**src/rtl/uart_rx_if.sv**
```systemverilog
// Signal bundle between the UART receive stage and the peripheral register block.
// The slave modport is the receiver's view; master is the bus/baud-generator side.
interface uart_rx_if;
  logic       baud_tick;
  logic       rxd;
  logic       rx_clr;
  logic [7:0] rx_data;
  logic       rx_valid;
  logic       rx_ready;
  logic       overrun;
  logic       frame_err;
  logic       rx_busy;

  modport slave (
    input  baud_tick,
    input  rxd,
    input  rx_clr,
    output rx_data,
    output rx_valid,
    output rx_ready,
    output overrun,
    output frame_err,
    output rx_busy
  );

  modport master (
    output baud_tick,
    output rxd,
    output rx_clr,
    input  rx_data,
    input  rx_valid,
    input  rx_ready,
    input  overrun,
    input  frame_err,
    input  rx_busy
  );
endinterface

```
**src/rtl/uart_rx.sv**
```systemverilog
// 8N1 UART receiver with oversampled mid-bit sampling, sticky ready/overrun
// status and single-cycle data/framing-error strobes.
module uart_rx #(
  parameter int OVERSAMPLE = 16
) (
  input  logic     clk,
  input  logic     reset,
  uart_rx_if.slave bus
);

  localparam int TW          = (OVERSAMPLE > 2) ? $clog2(OVERSAMPLE) : 1;
  localparam int SYNC_STAGES = 2;

  localparam logic [1:0] S_IDLE  = 2'd0;
  localparam logic [1:0] S_START = 2'd1;
  localparam logic [1:0] S_DATA  = 2'd2;
  localparam logic [1:0] S_STOP  = 2'd3;

  localparam logic [TW-1:0] T_MID  = TW'(OVERSAMPLE / 2 - 1);
  localparam logic [TW-1:0] T_LAST = TW'(OVERSAMPLE - 1);

  logic [SYNC_STAGES-1:0] r_sync;
  logic                   r_rxd_d;
  logic [1:0]             r_state;
  logic [TW-1:0]          r_tcnt;
  logic [2:0]             r_bcnt;
  logic [7:0]             r_sh;
  logic [7:0]             r_data;
  logic                   r_valid;
  logic                   r_ready;
  logic                   r_overrun;
  logic                   r_ferr;
  logic                   r_busy;

  logic                   w_rxd_s;
  logic                   w_fall;
  logic [7:0]             w_sh_shifted;
  logic [1:0]             w_state_next;
  logic [TW-1:0]          w_tcnt_next;
  logic [2:0]             w_bcnt_next;
  logic [7:0]             w_sh_next;
  logic [7:0]             w_data_next;
  logic                   w_ready_next;
  logic                   w_overrun_next;
  logic                   w_good;
  logic                   w_bad;

  assign w_rxd_s = r_sync[SYNC_STAGES-1];
  assign w_fall  = r_rxd_d & ~w_rxd_s;

  // Right shift: the newest bit enters at the MSB so LSB-first data lands in order.
  genvar gi;
  generate
    for (gi = 0; gi < 7; gi++) begin : g_shift
      assign w_sh_shifted[gi] = r_sh[gi+1];
    end
  endgenerate
  assign w_sh_shifted[7] = w_rxd_s;

  always_comb begin
    w_state_next = r_state;
    w_tcnt_next  = r_tcnt;
    w_bcnt_next  = r_bcnt;
    w_sh_next    = r_sh;
    w_good       = 1'b0;
    w_bad        = 1'b0;
    case (r_state)
      S_IDLE: begin
        if (w_fall) begin
          w_state_next = S_START;
          w_tcnt_next  = '0;
        end
      end
      S_START: begin
        if (bus.baud_tick) begin
          if (r_tcnt == T_MID) begin
            w_tcnt_next = '0;
            if (!w_rxd_s) begin
              w_state_next = S_DATA;
              w_bcnt_next  = 3'd0;
            end else begin
              w_state_next = S_IDLE;
            end
          end else begin
            w_tcnt_next = r_tcnt + 1'b1;
          end
        end
      end
      S_DATA: begin
        if (bus.baud_tick) begin
          if (r_tcnt == T_LAST) begin
            w_sh_next   = w_sh_shifted;
            w_tcnt_next = '0;
            if (r_bcnt == 3'd7) begin
              w_state_next = S_STOP;
            end else begin
              w_bcnt_next = r_bcnt + 3'd1;
            end
          end else begin
            w_tcnt_next = r_tcnt + 1'b1;
          end
        end
      end
      S_STOP: begin
        if (bus.baud_tick) begin
          if (r_tcnt == T_LAST) begin
            w_good       = w_rxd_s;
            w_bad        = ~w_rxd_s;
            w_tcnt_next  = '0;
            w_state_next = S_IDLE;
          end else begin
            w_tcnt_next = r_tcnt + 1'b1;
          end
        end
      end
      default: begin
        w_state_next = S_IDLE;
        w_tcnt_next  = '0;
      end
    endcase
  end

  // A good frame wins over a simultaneous clear; overrun looks at ready before the clear.
  always_comb begin
    w_data_next    = w_good ? r_sh : r_data;
    w_ready_next   = w_good | (r_ready & ~bus.rx_clr);
    w_overrun_next = (bus.rx_clr ? 1'b0 : r_overrun) | (w_good & r_ready);
  end

  always_ff @(posedge clk or negedge reset) begin
    if (!reset) begin
      r_sync    <= '1;
      r_rxd_d   <= 1'b1;
      r_state   <= S_IDLE;
      r_tcnt    <= '0;
      r_bcnt    <= 3'd0;
      r_sh      <= 8'h00;
      r_data    <= 8'h00;
      r_valid   <= 1'b0;
      r_ready   <= 1'b0;
      r_overrun <= 1'b0;
      r_ferr    <= 1'b0;
      r_busy    <= 1'b0;
    end else begin
      r_sync    <= {r_sync[SYNC_STAGES-2:0], bus.rxd};
      r_rxd_d   <= w_rxd_s;
      r_state   <= w_state_next;
      r_tcnt    <= w_tcnt_next;
      r_bcnt    <= w_bcnt_next;
      r_sh      <= w_sh_next;
      r_data    <= w_data_next;
      r_valid   <= w_good;
      r_ready   <= w_ready_next;
      r_overrun <= w_overrun_next;
      r_ferr    <= w_bad;
      r_busy    <= (w_state_next != S_IDLE);
    end
  end

  assign bus.rx_data   = r_data;
  assign bus.rx_valid  = r_valid;
  assign bus.rx_ready  = r_ready;
  assign bus.overrun   = r_overrun;
  assign bus.frame_err = r_ferr;
  assign bus.rx_busy   = r_busy;

endmodule

```
**src/flat_wrapper.sv**
```systemverilog
// flat-port wrapper written by rule: the top's interface ports become plain ports
module uart_rx_flat 
#(
  parameter int OVERSAMPLE = 16
)
  (clk, reset, bus_baud_tick, bus_rxd, bus_rx_clr, bus_rx_data, bus_rx_valid, bus_rx_ready, bus_overrun, bus_frame_err, bus_rx_busy);
  uart_rx_if bus_i ();
  input  logic clk;
  input  logic reset;
  input wire logic [$bits(bus_i.baud_tick)-1:0] bus_baud_tick;
  input wire logic [$bits(bus_i.rxd)-1:0] bus_rxd;
  input wire logic [$bits(bus_i.rx_clr)-1:0] bus_rx_clr;
  output wire logic [$bits(bus_i.rx_data)-1:0] bus_rx_data;
  output wire logic [$bits(bus_i.rx_valid)-1:0] bus_rx_valid;
  output wire logic [$bits(bus_i.rx_ready)-1:0] bus_rx_ready;
  output wire logic [$bits(bus_i.overrun)-1:0] bus_overrun;
  output wire logic [$bits(bus_i.frame_err)-1:0] bus_frame_err;
  output wire logic [$bits(bus_i.rx_busy)-1:0] bus_rx_busy;
  assign bus_i.baud_tick = bus_baud_tick;
  assign bus_i.rxd = bus_rxd;
  assign bus_i.rx_clr = bus_rx_clr;
  assign bus_rx_data = bus_i.rx_data;
  assign bus_rx_valid = bus_i.rx_valid;
  assign bus_rx_ready = bus_i.rx_ready;
  assign bus_overrun = bus_i.overrun;
  assign bus_frame_err = bus_i.frame_err;
  assign bus_rx_busy = bus_i.rx_busy;
  uart_rx #(.OVERSAMPLE(OVERSAMPLE)) u_core (.clk(clk), .reset(reset), .bus(bus_i));
endmodule
```
**config.mk**
```make
export PLATFORM = sky130hd
export DESIGN_NAME = uart_rx_flat
export DESIGN_NICKNAME = d
export VERILOG_FILES = /design/src/rtl/uart_rx_if.sv /design/src/rtl/uart_rx.sv /design/src/flat_wrapper.sv
export SDC_FILE = /design/constraint.sdc
export NUM_CORES = 1
export LEC_CHECK = 0
export BUFFER_PORTS_ARGS = -buffer_cell sky130_fd_sc_hd__buf_2
export CORE_UTILIZATION = 55
export CTS_CLUSTER_DIAMETER = 60
export CTS_CLUSTER_SIZE = 20
export DETAILED_ROUTE_END_ITERATION = 8
export PLACE_DENSITY = 0.78
export SYNTH_ARGS = -nofsm -noshare
export SYNTH_HDL_FRONTEND = slang
export SYNTH_SLANG_ARGS = --single-unit
```
**constraint.sdc**
```tcl
create_clock -name clk -period 2.58 [get_ports clk]
set_clock_uncertainty 0.05 [all_clocks]
set_input_delay 0.387 -clock clk [delete_from_list [all_inputs] [get_ports clk]]
set_output_delay 0.387 -clock clk [all_outputs]
set_load 0.05 [all_outputs]
```
* Yosys cells after proc, flatten, opt, wreduce, memory -nomap -nowiden
Cells that the tools add are included.
Widths: inputs -> output; s select.
** Cells by class
- Reduce and logical (&&, ||, !) cells :: 7
- Mux-type cells :: 30
- Bitwise operators :: 7
- Equal/unequal tests :: 14
- $add $sub $neg :: 2
** Operators with widths (count)
- $mux 4 :: 5
- $mux 2 :: 9
- $mux 3 :: 6
- $pmux 4 s3 :: 1
- $ne 2x1->1 const B :: 4
- $ne 2x2->1 const B :: 4
- $pmux 2 s4 :: 1
- $mux 1 :: 7
- $reduce_and 7->1 :: 1
- $pmux 3 s2 :: 1
- $reduce_and 3->1 :: 2
- $add 4x1->4 const B :: 1
- $eq 2x2->1 const B :: 2
- $eq 4x3->1 const B :: 1
- $eq 4x4->1 const B :: 1
- $reduce_bool 2->1 :: 2
- $add 3x1->3 const B :: 1
- $and 1x1->1 :: 3
- $eq 3x3->1 const B :: 1
- $eq 2x1->1 const B :: 1
- $logic_not 2->1 :: 1
- $not 1->1 :: 2
- $or 1x1->1 :: 2
- $reduce_or 2->1 :: 1
** Word-level totals
- Bits of input ports :: 5
- Register bits after elaboration :: 33
- Output and inout bits :: 13
- Logic and storage cells :: 72

* Logic depth before layout (Yosys ltp)
Gate-level depths: netlist (run 1).
- Word-level depth :: 6
- Depth in mapped cells :: 6
- Gate-level depth less buffers :: 5

* Least setup slack after synthesis (run 1)
No wires, ideal clock.
- Kind :: flip-flop to flip-flop
- Start point :: reg u_core.r_rxd_d
- End point :: reg u_core.r_tcnt[3]
- Stages on the path, launching flop included :: 5
- Arrival :: 1.560 ns
- Data required time :: 2.399 ns
- Period minus slack after synthesis :: 1.742 ns
- Path buffers :: 0
- Setup slack :: 0.838 ns
- Setup time :: 0.131 ns
- Cells stage by stage :: dfstp_2 -> or4b_4 -> a21boi_4 -> a21oi_1 -> or3b_1
** Between the ends
- Longest elaborated chain between the ends :: 3
** Ends and longest elaborated chain
- start: declaration :: line uart_rx.sv:23 : logic r_rxd_d;
- start signal: assignment :: line uart_rx.sv:146 : r_rxd_d <= w_rxd_s;
- $and 1x1->1 :: line uart_rx.sv:49 : assign w_fall = r_rxd_d & ~w_rxd_s;
- $ne 2x1->1 (no line)
- $reduce_and 3->1 (no line)
- end signal: assignment :: line uart_rx.sv:148 : r_tcnt <= w_tcnt_next;
- end: declaration :: line uart_rx.sv:25 : logic [TW-1:0] r_tcnt;
Every way passes these cells.
A chain may end at the register's enable or synchronous reset.

* Worst setup path in the final report (run 1)
- Start point :: reg u_core.r_state[0]
- End point :: reg u_core.r_tcnt[3]
** Between the ends
- Longest elaborated chain between the ends :: 4
- Elaborated cells on any way between the ends :: 10
- Those cells by class :: eq/ne: 6; mux: 1; reduce/logical: 3
** Ends and longest elaborated chain
- start: declaration :: line uart_rx.sv:24 : logic [1:0] r_state;
- start signal: assignment :: line uart_rx.sv:147 : r_state <= w_state_next;
- $eq 2x2->1 :: line uart_rx.sv:67 : case (r_state)
- $reduce_or 2->1 (no line)
- $ne 2x1->1 (no line)
- $reduce_and 3->1 (no line)
Several ways; a longest one is shown, not always the timed one.

==> results.md, run 1 <==
- The critical path goes through or4b_4 > a21boi_4 > a21oi_1 > or3b_1.
- The detailed-route via count is 908.
- STA classifies the critical path endpoint as a flop.
- The area of the die is 2760 um^2.
- The mean cell area of the mapped netlist is 13.3 um^2.
- The number of distinct library cells after synthesis is 34.
- The per-cell via count in the routed design is 5.78.
- The placed instance area is 1520 um^2.
- The transition time at the pin with the least slew margin is 0.696 ns.
- Compared with the post-synthesis result, the final layout area differs by 11.9%.
- The initial antenna violation count is 0.
- The final instance area is 1570 um^2.
- The largest net degree at the start of global routing is 34.
- For this design the top-level I/O count stands at 18.
- Ranked by total cell area, the synthesized netlist is headed by dfrtp_1, mux2_2, dfstp_2, a22o_1, ha_1.
- The max-slew headroom at the worst pin is 0.536.
- The final net count is 136.
- The master cell of the clock root buffer is clkbuf_4.
- The number of antenna diodes in the final layout is 0.
- STA puts the critical path data arrival time at 2.12 ns.
- The die boundary height is 52.6 um.
- Of the synthesized area, sequential elements account for 0.590.
- The number of buffers created by CTS is 5.
- Across every metal layer, demand over resource in global routing totals 0.226.
- The initial cell density of the core is 0.607.
- The number of setup violations in the final report is 0.
- The floorplan step set the die width to 52.6 um.
- The post-route minimum period is 1.96 ns.
- Of all nets on the critical path, the largest fanout is 14.
- In the synthesized netlist, the cells that appear most often are dfrtp_1, mux2_2, a22o_1.
- The leakage power of the design is 0.825 nW.
- The total count of max-transition violations in the final report came to 0.
- The core region is 2320 um^2.
- CTS built an H-tree with a depth of 2.
- The detailed router finished its first iteration with 9 violations.
- The count of input and output buffers is 17.
- The register clock-pin slew on the reported worst setup and hold paths is 0.11 ns.
- The number of enable flip-flop cells after synthesis is 0.
- The final estimated routing congestion in global placement is 0.800.
- The reg-to-reg setup timing slack is 0.62 ns.
- The buffering stage count on the worst path with inverters included is 0.
- The most frequently used flop master after synthesis is dfrtp_1.
- The share of the synthesized area in the top cell type is 0.534.
- The number of hold buffers added after CTS was 0.
- The number of detailed-route iterations in the first pass is 4.
- The fmax is 0.511 GHz.
- The final layout contains routed wiring with a total length of 2.37 mm.
- Max-cap violations in this run came to 0.
- Setup repair after global routing left no endpoint under its margin.
- The kind of cell adding the most delay to the critical path is simple AND/OR/NAND/NOR gates.
- The type of the worst setup path is flop to flop.
- The total congestion overflow after global routing is 0.
- The final cycle utilization of the critical path is 0.758.
- The number of nets handed over by synthesis was 114.
- The number of register bits inferred by synthesis is 33.
- The cell count after synthesis came out at 106.
- The final-layout setup total negative slack is 0 ns.
- The number of failing hold endpoints at the final stage was 0.
- The share of post-route cells with drive strength above 1 is 0.372.
- The peak per-stage delay on the critical path is 0.58 ns.
- IR analysis of the VDD net gives a maximum drop of 0.540 mV.
- The flow ran to the end, and the final reports show no timing, DRC or antenna violations.
- The later pin in the worst-skew pair is clocked with a latency of 0.34 ns.
- The antenna violation net count after detailed routing is 0.
- The dominant cell by count in the synthesized netlist is dfrtp_1.
- The longest clock path from root to sink contains 2 buffers.
- The library cell with the largest summed area after synthesis is dfrtp_1.
- The post-CTS setup buffer count is 0.
- For this design the ratio of total power to cell area is 741 nW/um^2.
- The path category of the worst min-delay check is primary input to async pin.
- The number of warnings reported in the yosys synthesis log is 0.
- The CTS tree is done.
- CTS saw 33 sinks.
- The number of global-route vias before repair came to 923.
- The worst hold slack is 0.0275 ns.
- The worst path required time is 2.75 ns.
- The worst setup path is launched from a flop.
- The DRC violations left is 0.
- After synthesis, the share of flip-flops with an asynchronous set or reset is 1.00.
- Dividing the detail-routed wire length by the instance count gives 15.1 um.
- In this run, post-CTS repair resized a total of 0 instances.
- The floorplan has 17 rows.
- Summed over all nets, the half-perimeter wirelength after detailed placement is 1.69 mm.
- In this run the cell area of the synthesized design comes to 1410 um^2.
- The largest individual stage delay along the critical path comes from the cell or4b_4.
- The first-pass GRT wire length is 4.27 mm.
through the flow:
stage / cells / setup WS [ns] / utilization / total power [mW]
final: 157 / 0.623 / 0.679 / 1.17
after global routing: 157 / 0.546 / 0.679 / 1.23
after CTS: 157 / 0.632 / 0.679 / 1.17
after detailed placement: 149 / 0.654 / 0.657 / 0.895
after global placement: 149 / 0.711 / 0.657 / 0.874
after floorplan: 106 / 0.838 / - / 0.829
power by group:
part | switching [mW] | leakage [nW] | internal, mW
combinational | 0.131 | 0.363 | 0.109
clock | 0.171 | 0.0320 | 0.104
sequential | 0.0825 | 0.430 | 0.569
sequential cells by signal, summed over array words and instances (netlist names), 2 cells and up:
| register | flops |
|---|---|
| u_core.r_tcnt | 4 |
| u_core.bus.rx_data | 8 |
| u_core.r_sh | 8 |
| u_core.r_sync | 2 |
| u_core.r_state | 2 |
| u_core.r_bcnt | 3 |
metal layers:
metal  track usage  vias up  share of wire
li1              -      431              -
met3        0.0870        7          0.044
met5             0        -              0
met4         0.105        0          0.022
met2         0.344       25           0.48
met1         0.282      445           0.46
area by class of cell:
type	instances	area (um^2)
Tap cell	28	35.0
Timing Repair Buffer	19	100
Inverter	2	7.51
Clock inverter	2	10.0
Fill cell	179	744
Sequential cell	33	830
Clock buffer	6	41.3
Multi-Input combinational cell	67	551
logic make-up after synthesis:
group / share of synthesized area
mux: 0.136
fa+ha+maj: 0.0267
flops: 0.590
simple gates: 0.129
xor+xnor: 0.00623
compound gates: 0.0934
buf+inv: 0.0187
cells in the final DEF, fill, tap and decap left out, types with 2 or more instances in the layout:
master     n
nor3_1     3
nand2_1    4
a22o_1     5
a21oi_1    3
inv_1      2
buf_4      2
buf_2     17
a31oi_1    2
clkinv_2   2
nand2b_1   3
clkbuf_4   5
and3_1     2
o21ai_0    3
dfrtp_1   30
dfstp_2    3
mux2_1     2
ha_1       3
nand3_1    3
mux2_2    15
nor2_1     4
path summary, 6_finish.rpt:
path                       depth (start not counted)                            end                        start
max                                                4   u_core.r_tcnt[3]$_DFFE_PN0P_  u_core.r_state[0]$_DFF_PN0_
min                                                1  u_core.bus.rx_valid$_DFF_PN0_                        reset
max reg2reg                                        4   u_core.r_tcnt[3]$_DFFE_PN0P_  u_core.r_state[0]$_DFF_PN0_
min reg2reg                                        0     u_core.r_sync[1]$_DFF_PN1_   u_core.r_sync[0]$_DFF_PN1_
max in group asynchronous                          1   u_core.r_bcnt[1]$_DFFE_PN0P_                        reset
min in group clk                                   1     u_core.r_sync[0]$_DFF_PN1_                      bus_rxd
No activity file was read; power rests on OpenSTA's default activity.
==> run 2: changes to the inputs <==
- CORE_UTILIZATION: 55 -> 50
- PLACE_DENSITY: 0.78 -> 0.75
- clock period: 2.58 -> 1.8 ns (I/O delays scaled with it)
==> run 2 against run 1 <==
  * First-iteration DRC count is 22% lower
  * Combinational power is 88% higher
  * Register-to-register slack worse by 0.58 ns
  * Non-clock buffer count is 11 higher
  * Highest routed layer unchanged
  * Worst hold slack better by 0.15 ns
  * Largest cell class unchanged
  * Largest power group unchanged
  * Utilization is 0.98 points lower
==> results.md, run 2 (same netlist as run 1, synthesis figures left out) <==
- The number of global-route vias before repair is 897.
- In the final routed layout, each cell accounts on average for 14.5 um.
- 18 I/O pins were placed.
- The max-slew headroom at the worst pin is 0.539.
- The final estimated routing congestion in global placement is 0.876.
- The number of antenna repair diodes is 0.
- The endpoint arrival time on the critical path is 1.93 ns.
- The leakage power of the design is 0.892 nW.
- In the final design database the tool counted 147 nets.
- The detailed-route via count is 929.
- The clock net in this run drives a total of 33 sinks.
- Clock-pin slew was measured on the worst setup and hold paths at 0.10 ns.
- The deepest clock path buffer count is 2.
- The total count of max-transition violations in the final report is 0.
- Entering global routing, the biggest net connects 34 pins.
- After the first detailed-routing iteration, the DRC count stood at 7.
- The final cycle utilization of the critical path is 0.974.
- Buffers inserted during clock tree synthesis total 5.
- The library cells used most frequently in the layout, excluding fill and tap cells, are dfrtp_1, buf_2, mux2_2.
- The smallest clock period supported by the final layout is computed as 1.75 ns.
- Summing all non-filler instances in the final layout gives an area of 1720 um^2.
- The post-placement cell count is 158.
- The number of detailed-route iterations in the first pass is 4.
- The overall routed net length is 2.46 mm.
- The critical path is of the flop to flop type.
- Compared with the post-synthesis result, the final layout area differs by 22.2%.
- The areal power density over the cells is 1130 nW/um^2.
- The fmax is 0.570 GHz.
- The total core area is 2570 um^2.
- The total power is 1.94 mW.
- The initial antenna violation count is 0.
- Across the VDD grid, the largest voltage drop is 0.899 mV.
- The total congestion overflow after global routing is 0.
- In this run the tool buffered the top-level ports with 17 buffer cells.
- The detailed-placement wirelength estimate is 1.67 mm.
- The leading cell type in the layout, fill and taps excluded is dfrtp_1.
- The worst setup path is captured at a flop.
- After filler insertion, the fill cell instance count of the layout stands at 198.
- The number of setup violations in the final report is 0.
- The clock latency of the later-clocked register in the worst-skew pair is 0.33 ns.
- The maximum fanout count along the critical path is 2.
- The overall global routing resource usage is 0.198.
- Summing all placed instances gives a cell area of 1580 um^2.
- Measured along the y axis, the die boundary spans 55.0 um.
- At the worst endpoint, the required time is 1.97 ns.
- The area of all sequential standard cells is 830 um^2.
- At the pin with the least slew margin, the transition time is 0.691 ns.
- The path category of the worst min-delay check is primary input to flop.
- In the routed design, unresolved DRC markers number 0.
- The clock tree synthesis step divided the H-tree into 2 levels.
- Excluding fillers, the count of instances in the completed layout stands at 170.
- Summing all multi-input logic gate instances after layout gives 567 um^2.
- At the placement stage, the worst setup path has a slack of 0.0258 ns.
- The master cell of the clock root buffer is clkbuf_4.
- The max capacitance violation total is 0.
- The number of failing hold endpoints at the final stage was 0.
- For this configuration, the core starts out at a cell density of 0.548.
- The antenna violation net count after detailed routing is 0.
- Across all setup checks in the final design, the least slack found is 0.0467 ns.
- In the final layout, the share of cells above drive strength 1 is 0.421.
- STA classifies the critical path startpoint as a flop.
- The die is 55.0 um wide.
- Setup repair after global routing could not meet its margin everywhere.
- The per-cell via count in the routed design is 5.46.
- TritonCTS built the clock tree.
- In this run the core area contains 18 standard-cell rows.
- The first-pass GRT wire length is 3.93 mm.
- The area of the die is 3030 um^2.
- The flow ran to the end, and the final reports show no timing, DRC or antenna violations.
## run 2: through the flow
step	hold WS (ns)	TNS (ns)	utilization
2_1_floorplan	-0.0756	0	-
3_3_place_gp	0.297	0	0.615
3_5_place_dp	0.305	0	0.615
4_1_cts	0.156	0	0.656
5_1_grt	0.188	-0.00931	0.669
6_report	0.178	0	0.669
## run 2: final timing paths
check | from | end | slack, ns | depth (start not counted)
max in group asynchronous | reset | u_core.r_bcnt[2]$_DFFE_PN0P_ | 0.80 | 2
min in group asynchronous | reset | u_core.r_tcnt[0]$_DFFE_PN0P_ | 0.45 | 2
hold / removal | bus_rx_clr | u_core.bus.rx_ready$_DFF_PN0_ | 0.18 | 3
setup / recovery | u_core.r_rxd_d$_DFF_PN1_ | u_core.r_tcnt[3]$_DFFE_PN0P_ | 0.05 | 4
hold reg to reg | u_core.r_sync[0]$_DFF_PN1_ | u_core.r_sync[1]$_DFF_PN1_ | 0.32 | 0
setup reg to reg | u_core.r_rxd_d$_DFF_PN1_ | u_core.r_tcnt[3]$_DFFE_PN0P_ | 0.05 | 4
## run 2: power by group
part           total [mW]  switching (mW)  internal (mW)  leakage (nW)
registers           0.907          0.0915          0.816         0.430
clock network       0.580           0.249          0.332        0.0455
logic               0.452           0.229          0.224         0.416
## run 2: area by class of cell
class,instances,share of cell area
sequential,33,0.483
timing repair buffer,30,0.111
clock buffer,7,0.0320
clock inverter,1,0.0175
multi-input combinational,67,0.330
inverter,2,0.00437
tap,30,0.0218
## run 2: layer usage
layer / wire length, um / GRT usage
met1: 1140 / 0.233
met5: 0 / 0
met3: 101 / 0.0765
met4: 53 / 0.121
met2: 1170 / 0.303
## run 2: repair_timing
action / 4_1_cts / 5_1_grt
pin swaps: 0 / 3
gates resized for setup: 1 / 3
buffers inserted: 0 / 2
hold endpoints to repair: 31 / 0
hold buffers: 2 / 0
endpoints found under the setup margin: 1 / 9
cloned: 0 / 0
## run 2: worst max-delay path: stages (launching register included)
cell	delay (ns)
dfstp_2	0.54
or4b_4	0.45
a21boi_4	0.16
a21oi_2	0.10
or3b_1	0.34
